==> config.mk <==
export PLATFORM = sky130hd
export DESIGN_NAME = conv_encoder_k3
export DESIGN_NICKNAME = d
export VERILOG_FILES = /design/src/rtl/conv_enc_pkg.sv /design/src/rtl/conv_enc_branch.sv /design/src/rtl/conv_encoder_k3.sv
export SDC_FILE = /design/constraint.sdc
export NUM_CORES = 1
export LEC_CHECK = 0
export BUFFER_PORTS_ARGS = -buffer_cell sky130_fd_sc_hd__buf_2
export CAP_MARGIN = 15
export CORE_AREA = 2 2 39 41
export DETAILED_ROUTE_END_ITERATION = 12
export DIE_AREA = 0 0 41 43
export PLACE_DENSITY = 0.43
export SYNTH_ARGS = -nofsm -noshare
export SYNTH_HDL_FRONTEND = slang
export SYNTH_SLANG_ARGS = --single-unit
==> constraint.sdc <==
create_clock -name clk -period 1.5 [get_ports clk]
set_clock_uncertainty 0.05 [all_clocks]
set_input_delay 0.075 -clock clk [delete_from_list [all_inputs] [get_ports clk]]
set_output_delay 0.075 -clock clk [all_outputs]
set_load 0.03 [all_outputs]
==> src/rtl/conv_enc_pkg.sv <==
// conv_enc_pkg: shared constants, state enum and symbol bundle for the
// K=3 rate-1/2 convolutional encoder (generators G0=111, G1=101).
package conv_enc_pkg;

    localparam int K = 3;
    localparam logic [K-1:0] G0_DEF = 3'b111;
    localparam logic [K-1:0] G1_DEF = 3'b101;
    localparam int TAIL_LEN = K - 1;
    localparam int CNT_W = $clog2(TAIL_LEN + 1);

    typedef enum logic {
        RUN,
        TAIL
    } enc_state_e;

    typedef struct packed {
        logic [1:0] sym;
        logic       last;
    } enc_sym_t;

endpackage

==> src/rtl/conv_enc_branch.sv <==
// conv_enc_branch: one code branch, parity of (window & G).
// Ports: window [K-1:0] in ({u, sr[1], sr[0]}), parity out.
module conv_enc_branch
    import conv_enc_pkg::*;
#(
    parameter logic [K-1:0] G = G0_DEF
) (
    input  logic [K-1:0] window,
    output logic         parity
);

    assign parity = ^(window & G);

endmodule

==> src/rtl/conv_encoder_k3.sv <==
// conv_encoder_k3: rate-1/2 K=3 encoder, framed bit in, 2-bit symbol out.
// Ports: clk, reset (sync, active-high); in_bit/in_valid/in_last/in_ready;
//   out_sym {c0,c1}/out_valid/out_last/out_ready.
// Build option: CONV_ENC_TAIL_EN appends K-1 zero tail symbols per frame;
//   without it, the last data symbol carries out_last and sr clears.
module conv_encoder_k3
    import conv_enc_pkg::*;
(
    input  logic       clk,
    input  logic       reset,
    input  logic       in_bit,
    input  logic       in_valid,
    input  logic       in_last,
    output logic       in_ready,
    output logic [1:0] out_sym,
    output logic       out_valid,
    output logic       out_last,
    input  logic       out_ready
);

    logic [K-2:0] sr_q;
    logic [K-2:0] sr_d;
    logic         slot_free;
    logic         accept;
    logic         load;
    logic         u;
    logic         sym_last;
    logic         c0;
    logic         c1;
    logic [K-1:0] window;
    enc_sym_t     out_q;
    logic         out_valid_q;

    // Output slot can take a new symbol when empty or being drained now.
    assign slot_free = !out_valid_q || out_ready;

`ifdef CONV_ENC_TAIL_EN
    enc_state_e       state_q;
    enc_state_e       state_d;
    logic [CNT_W-1:0] cnt_q;
    logic [CNT_W-1:0] cnt_d;

    assign in_ready = (state_q == RUN) && slot_free;
    assign accept   = in_valid && in_ready;

    always_ff @(posedge clk) begin
        if (reset) begin
            state_q <= RUN;
            cnt_q   <= '0;
        end else begin
            state_q <= state_d;
            cnt_q   <= cnt_d;
        end
    end

    always_comb begin
        state_d  = state_q;
        cnt_d    = cnt_q;
        load     = 1'b0;
        u        = 1'b0;
        sym_last = 1'b0;
        sr_d     = sr_q;
        unique case (1'b1)
            accept: begin
                load = 1'b1;
                u    = in_bit;
                sr_d = {in_bit, sr_q[1]};
                if (in_last) begin
                    state_d = TAIL;
                    cnt_d   = CNT_W'(TAIL_LEN);
                end
            end
            (state_q == TAIL) && slot_free: begin
                load  = 1'b1;
                cnt_d = cnt_q - CNT_W'(1);
                sr_d  = {1'b0, sr_q[1]};
                // Final tail bit: trellis is back in state 0.
                if (cnt_q == CNT_W'(1)) begin
                    sym_last = 1'b1;
                    sr_d     = '0;
                    state_d  = RUN;
                end
            end
            default: ;
        endcase
    end
`else
    assign in_ready = slot_free;
    assign accept   = in_valid && in_ready;

    always_comb begin
        load     = accept;
        u        = in_bit;
        sym_last = in_last;
        sr_d     = sr_q;
        if (accept) begin
            sr_d = in_last ? '0 : {in_bit, sr_q[1]};
        end
    end
`endif

    assign window = {u, sr_q};

    conv_enc_branch #(.G(G0_DEF)) u_br0 (
        .window (window),
        .parity (c0)
    );

    conv_enc_branch #(.G(G1_DEF)) u_br1 (
        .window (window),
        .parity (c1)
    );

    always_ff @(posedge clk) begin
        if (reset) begin
            sr_q        <= '0;
            out_valid_q <= 1'b0;
            out_q       <= '0;
        end else begin
            sr_q <= sr_d;
            if (load) begin
                out_valid_q <= 1'b1;
                out_q.sym   <= {c0, c1};
                out_q.last  <= sym_last;
            end else if (out_ready) begin
                out_valid_q <= 1'b0;
                out_q.last  <= 1'b0;
            end
        end
    end

    assign out_sym   = out_q.sym;
    assign out_last  = out_q.last;
    assign out_valid = out_valid_q;

endmodule
Word level (Yosys, flattened, before mapping)
Cells that the tools add are included.
{"block": "word_totals", "reg_bits": 6, "in_bits": 6, "elab_cells": 14}
{"block": "classes", "muxes": 4, "reduce_logical": 6}
{"operator": "$reduce_xor 3->1", "n": 2}
{"operator": "$mux 1", "n": 3}
{"operator": "$mux 2", "n": 1}
{"operator": "$reduce_bool 2->1", "n": 1}
{"operator": "$logic_and 1x1->1", "n": 1}
{"operator": "$logic_not 1->1", "n": 1}
{"operator": "$logic_or 1x1->1", "n": 1}

Logic depth before layout (Yosys ltp)
{"block": "depth", "ltp_word": 4, "depth_mapped": 4, "mapped_depth_nobuf": 4}

Modules after synthesis
From an unflattened synthesis, not the netlist that was laid out.
{"block": "hier_totals", "cells_unflattened": 28, "hier_area_um2": 274.0}
{"module": "conv_encoder_k3", "n_inst": 1, "cells_each": 26, "area_each_um2": 241.5, "seq_area_each_um2": 120.1}
{"module": "conv_enc_branch (u_br0)", "n_inst": 1, "cells_each": 1, "area_each_um2": 23.8, "seq_area_each_um2": 0.0}
{"module": "conv_enc_branch (u_br1)", "n_inst": 1, "cells_each": 1, "area_each_um2": 8.8, "seq_area_each_um2": 0.0}

Least setup slack after synthesis
No wires, ideal clock.
{"block": "synth_path", "path_type": "reg-to-reg", "start": "register out_valid_q (netlist: out_valid)", "end": "register out_q (netlist bit out_sym[0])", "setup_ns": 0.135, "arrival_ns": 1.094, "setup_slack_ns": 0.221, "stages_incl_launch_ff": 5, "n_path_buf": 0, "path_cell_list": "dfxtp_1 nor2b_4 inv_4 a21oi_1 a311oi_2"}
{"block": "synth_via", "elab_chain_cells": 3}
{"element": "start, declared", "line": "conv_encoder_k3.sv:32", "source": "logic out_valid_q;"}
{"element": "start signal, assigned", "line": "conv_encoder_k3.sv:117", "source": "out_valid_q <= 1'b0;"}
{"element": "start signal, assigned", "line": "conv_encoder_k3.sv:122", "source": "out_valid_q <= 1'b1;"}
{"element": "start signal, assigned", "line": "conv_encoder_k3.sv:126", "source": "out_valid_q <= 1'b0;"}
{"element": "$logic_not 1->1", "line": "conv_encoder_k3.sv:35", "source": "assign slot_free = !out_valid_q || out_ready;"}
{"element": "$logic_or 1x1->1", "line": "conv_encoder_k3.sv:35"}
{"element": "named net in_ready", "line": "conv_encoder_k3.sv:14", "source": "output logic in_ready,"}
{"element": "$logic_and 1x1->1", "line": "conv_encoder_k3.sv:89", "source": "assign accept = in_valid && in_ready;"}
{"element": "end, declared", "line": "conv_encoder_k3.sv:31", "source": "enc_sym_t out_q;"}
The timed path passes the listed nets, and every way through them passes these cells.
A chain may end at the register's enable or synchronous reset.

Worst setup path after layout
{"block": "layout_path", "start": "register out_valid_q (netlist: out_valid)", "end": "output in_ready"}
{"block": "layout_via", "elab_chain_cells": 2}
{"element": "$logic_not 1->1", "line": "conv_encoder_k3.sv:35"}
{"element": "$logic_or 1x1->1", "line": "conv_encoder_k3.sv:35"}
{"element": "end, declared", "line": "conv_encoder_k3.sv:14"}
No other way between the ends.

==> run metrics <==
Worst Path Arrival=roughly 1100 ps; TritonCTS clock tree=yes; crit path to=in_ready; CTS root buf=clkbuf_4; synthesized instance count=27; Inserted Diodes=0; clk_lat worst skew=around 230 ps; DR iter-0 viols=2; xor and xnor fraction of the mapped netlist area=between 6 and 7%; number of max-cap violations=0; Synth Area in Adders=0%; Crit Path Class=register to primary output; Critical Path RT=between 1000 and 1500 ps; CTS clk-pin slew, worst paths=40 ps; Clk pwr share=a little under two fifths; largest net degree at the start of global routing=8; vias in the first global route=between 200 and 250; die area=0.001763 mm^2; Lkg Pwr=~0.16 nW; Crit. End Element=primary output; htree depth=1; worst hold path type=input port to register; reg-to-reg slack, setup=about 440 ps; synth top area cells=dfxtp_1 44%, a21oi_1 9.2%, nand4b_1 6.4%, o41ai_2 6.0%, a311oi_2 5.5%; simple-gate share of the synthesized area=roughly 16%; Mapped Nets=33; worst relative slew slack=81.88%; crit path time final=1185 ps; Final Setup Violations=0; DIE WIDTH=~41 um; Congestion Overflow GR=0; status=finished, final reports clean; Die Span Y=43 um; DRT antenna net count=0; sequential power share=between 40% and 50%; fraction of layout cells with a size suffix above 1=around 45%; Post-CTS Setup Repair Bufs=0; Fillers=around 160; first-pass GRT wire length=approximately 880 um; post-DP HPWL=approximately 460 um; Gate power share=17.7%; fin cells=56; worst reg2reg path startpoint=out_valid; Yosys top cell area share=roughly 44%; multiplexer area fraction after synthesis=0%; internal power=0.0002832 W; sequential share of the synthesized area=44.04%; Post-Route Setup TNS=0 ps; row cnt=14; hold buffers post-CTS=0; peak supply drop=roughly 0.32 mV; Period Utilization, post-route=79.00%; CP max FO=7; FF-to-FF path depth=4; DRC violations left=0; GPL Wtd Cong=0.7449; Initial Util=19.71%; number of vias per cell=4.357; Avg Cell Area, Syn=10.10 um^2; Ports=11; count of cell types in the netlist=16; Final Hold Fails=0; switching portion of total power=25.92%; Power Dens Cells=between 1000 and 1500 mW/mm^2; RSZ-0062 raised after global routing=false; Slew Viols, Final=0; Worst Tran Pin Value=269.9 ps; R2R Path End=out_sym[0]; clock sink count=6; number of synthesis warnings=0; cell taking the most area after synthesis=dfxtp_1; Wirelength per Cell=between 10 and 15 um; placeable core area=roughly 0.0014 mm^2; GRT Total Usage=under 10%; cts bufs inserted=3; Post-Synthesis Cell Area=272.8 um^2; initial antenna violation count=0; FF+latch count, synth=6; Inst Count DP=53; Switch Pwr=roughly 0.0001 W; Critical Path Source=out_valid; CP startpoint kind=register; area growth from synthesis to layout=33.94%; Pre-antenna DRT Iters=2; Peak Freq=approximately 840 MHz; Layout Nets=48; Port Buffer Count=10; Synth Area in Compound Gates=between 20% and 30%; CTS max path bufs=2; DRT Wirelength=a little under 600 um; Vias=around 240; post-CTS sizing=0; largest family of logic cells by synthesized area=compound AO/OA/AOI/OAI gates
## worst max-delay path, stage by stage (launching register included)
cell,delay (ps)
dfxtp_1,340
nor2b_4,230
inv_4,70
buf_2,180
## registers in the layout, summed over array words and instances, names as in the netlist
register	count
out_valid	1
sr_q	2
out_sym	2
out_last	1
## synth_stat cells
master    n
xor2_1    1
a21oi_1   5
inv_1     1
dfxtp_1   6
nand3_1   1
a311oi_2  1
xnor2_1   1
inv_2     1
nor2b_1   1
o211ai_1  1
nor2b_4   1
o21ai_1   1
o41ai_2   1
nand4b_1  2
o21ai_0   2
inv_4     1
## area by class of cell
| type | count | area [um^2] | area share (%) |
|---|---|---|---|
| Multi-Input combinational cell | 18 | 138.9 | 38.01 |
| Inverter | 3 | 13.76 | 3.767 |
| Tap cell | 16 | 20.02 | 5.479 |
| Sequential cell | 6 | 120.1 | 32.88 |
| Timing Repair Buffer | 10 | 50.05 | 13.70 |
| Clock buffer | 3 | 22.52 | 6.164 |
## per-stage QoR
stage / instance area [um^2] / util [%] / worst slack, ps / power (W) / hold WS (ps)
finish: 365.4 / 26.40 / 315.0 / 0.0003824 / 60.66
global route: 365.4 / 26.40 / 260.3 / 0.0004077 / 62.99
CTS: 365.4 / 26.40 / 294.5 / 0.0003926 / 54.82
detailed placement: 342.8 / 24.77 / 435.9 / 0.0002445 / 309.9
global placement: 342.8 / 24.77 / 397.9 / 0.0002457 / 313.2
floorplan: 272.8 / - / 221.0 / 0.0002188 / 92.86
## cells by family after synthesis
kind of cell	after synthesis
buf+inv	3
flops	6
xor+xnor	2
compound gates	11
simple gates	5
## how the worst min path moves through the flow
stage               start          to  cells past startpoint
detailed placement  reset  out_sym[0]                      2
CTS                 reset  out_sym[0]                      2
floorplan           reset  out_sym[0]                      1
global route        reset     sr_q[0]                      2
finish              reset  out_sym[0]                      2
global placement    reset    out_last                      2
## metal layers
layer  GRT usage (%)  part of all wire, %  vias to the layer above
met3           6.283                  4.2                        2
met2           10.94                   48                        4
met5               0                    0                        -
met1           7.717                   46                      110
met4           6.000                  1.7                        0
li1                -                    -                      128
## power by group through the flow
stage | clock network, W | logic [W] | registers (W)
floorplan | 0 | 0.0000283 | 0.000190
global placement | 0 | 0.0000691 | 0.000177
detailed placement | 0 | 0.0000679 | 0.000177
CTS | 0.000151 | 0.0000682 | 0.000174
global route | 0.000160 | 0.0000733 | 0.000174
finish | 0.000141 | 0.0000675 | 0.000174
## cells in the final DEF, fill, tap and decap left out
cell type,Yosys,routed
nand4b_1,2,2
o211ai_1,1,1
clkbuf_4,0,3
inv_2,1,1
o21ai_0,2,2
a21oi_1,5,5
nor2b_1,1,1
o21ai_1,1,1
nand3_1,1,1
xnor2_1,1,1
nor2b_4,1,1
a311oi_2,1,1
xor2_1,1,1
dfxtp_1,6,6
inv_4,1,1
buf_2,0,10
o41ai_2,1,1
inv_1,1,1
Note: power is estimated with default switching activity, not from simulation.
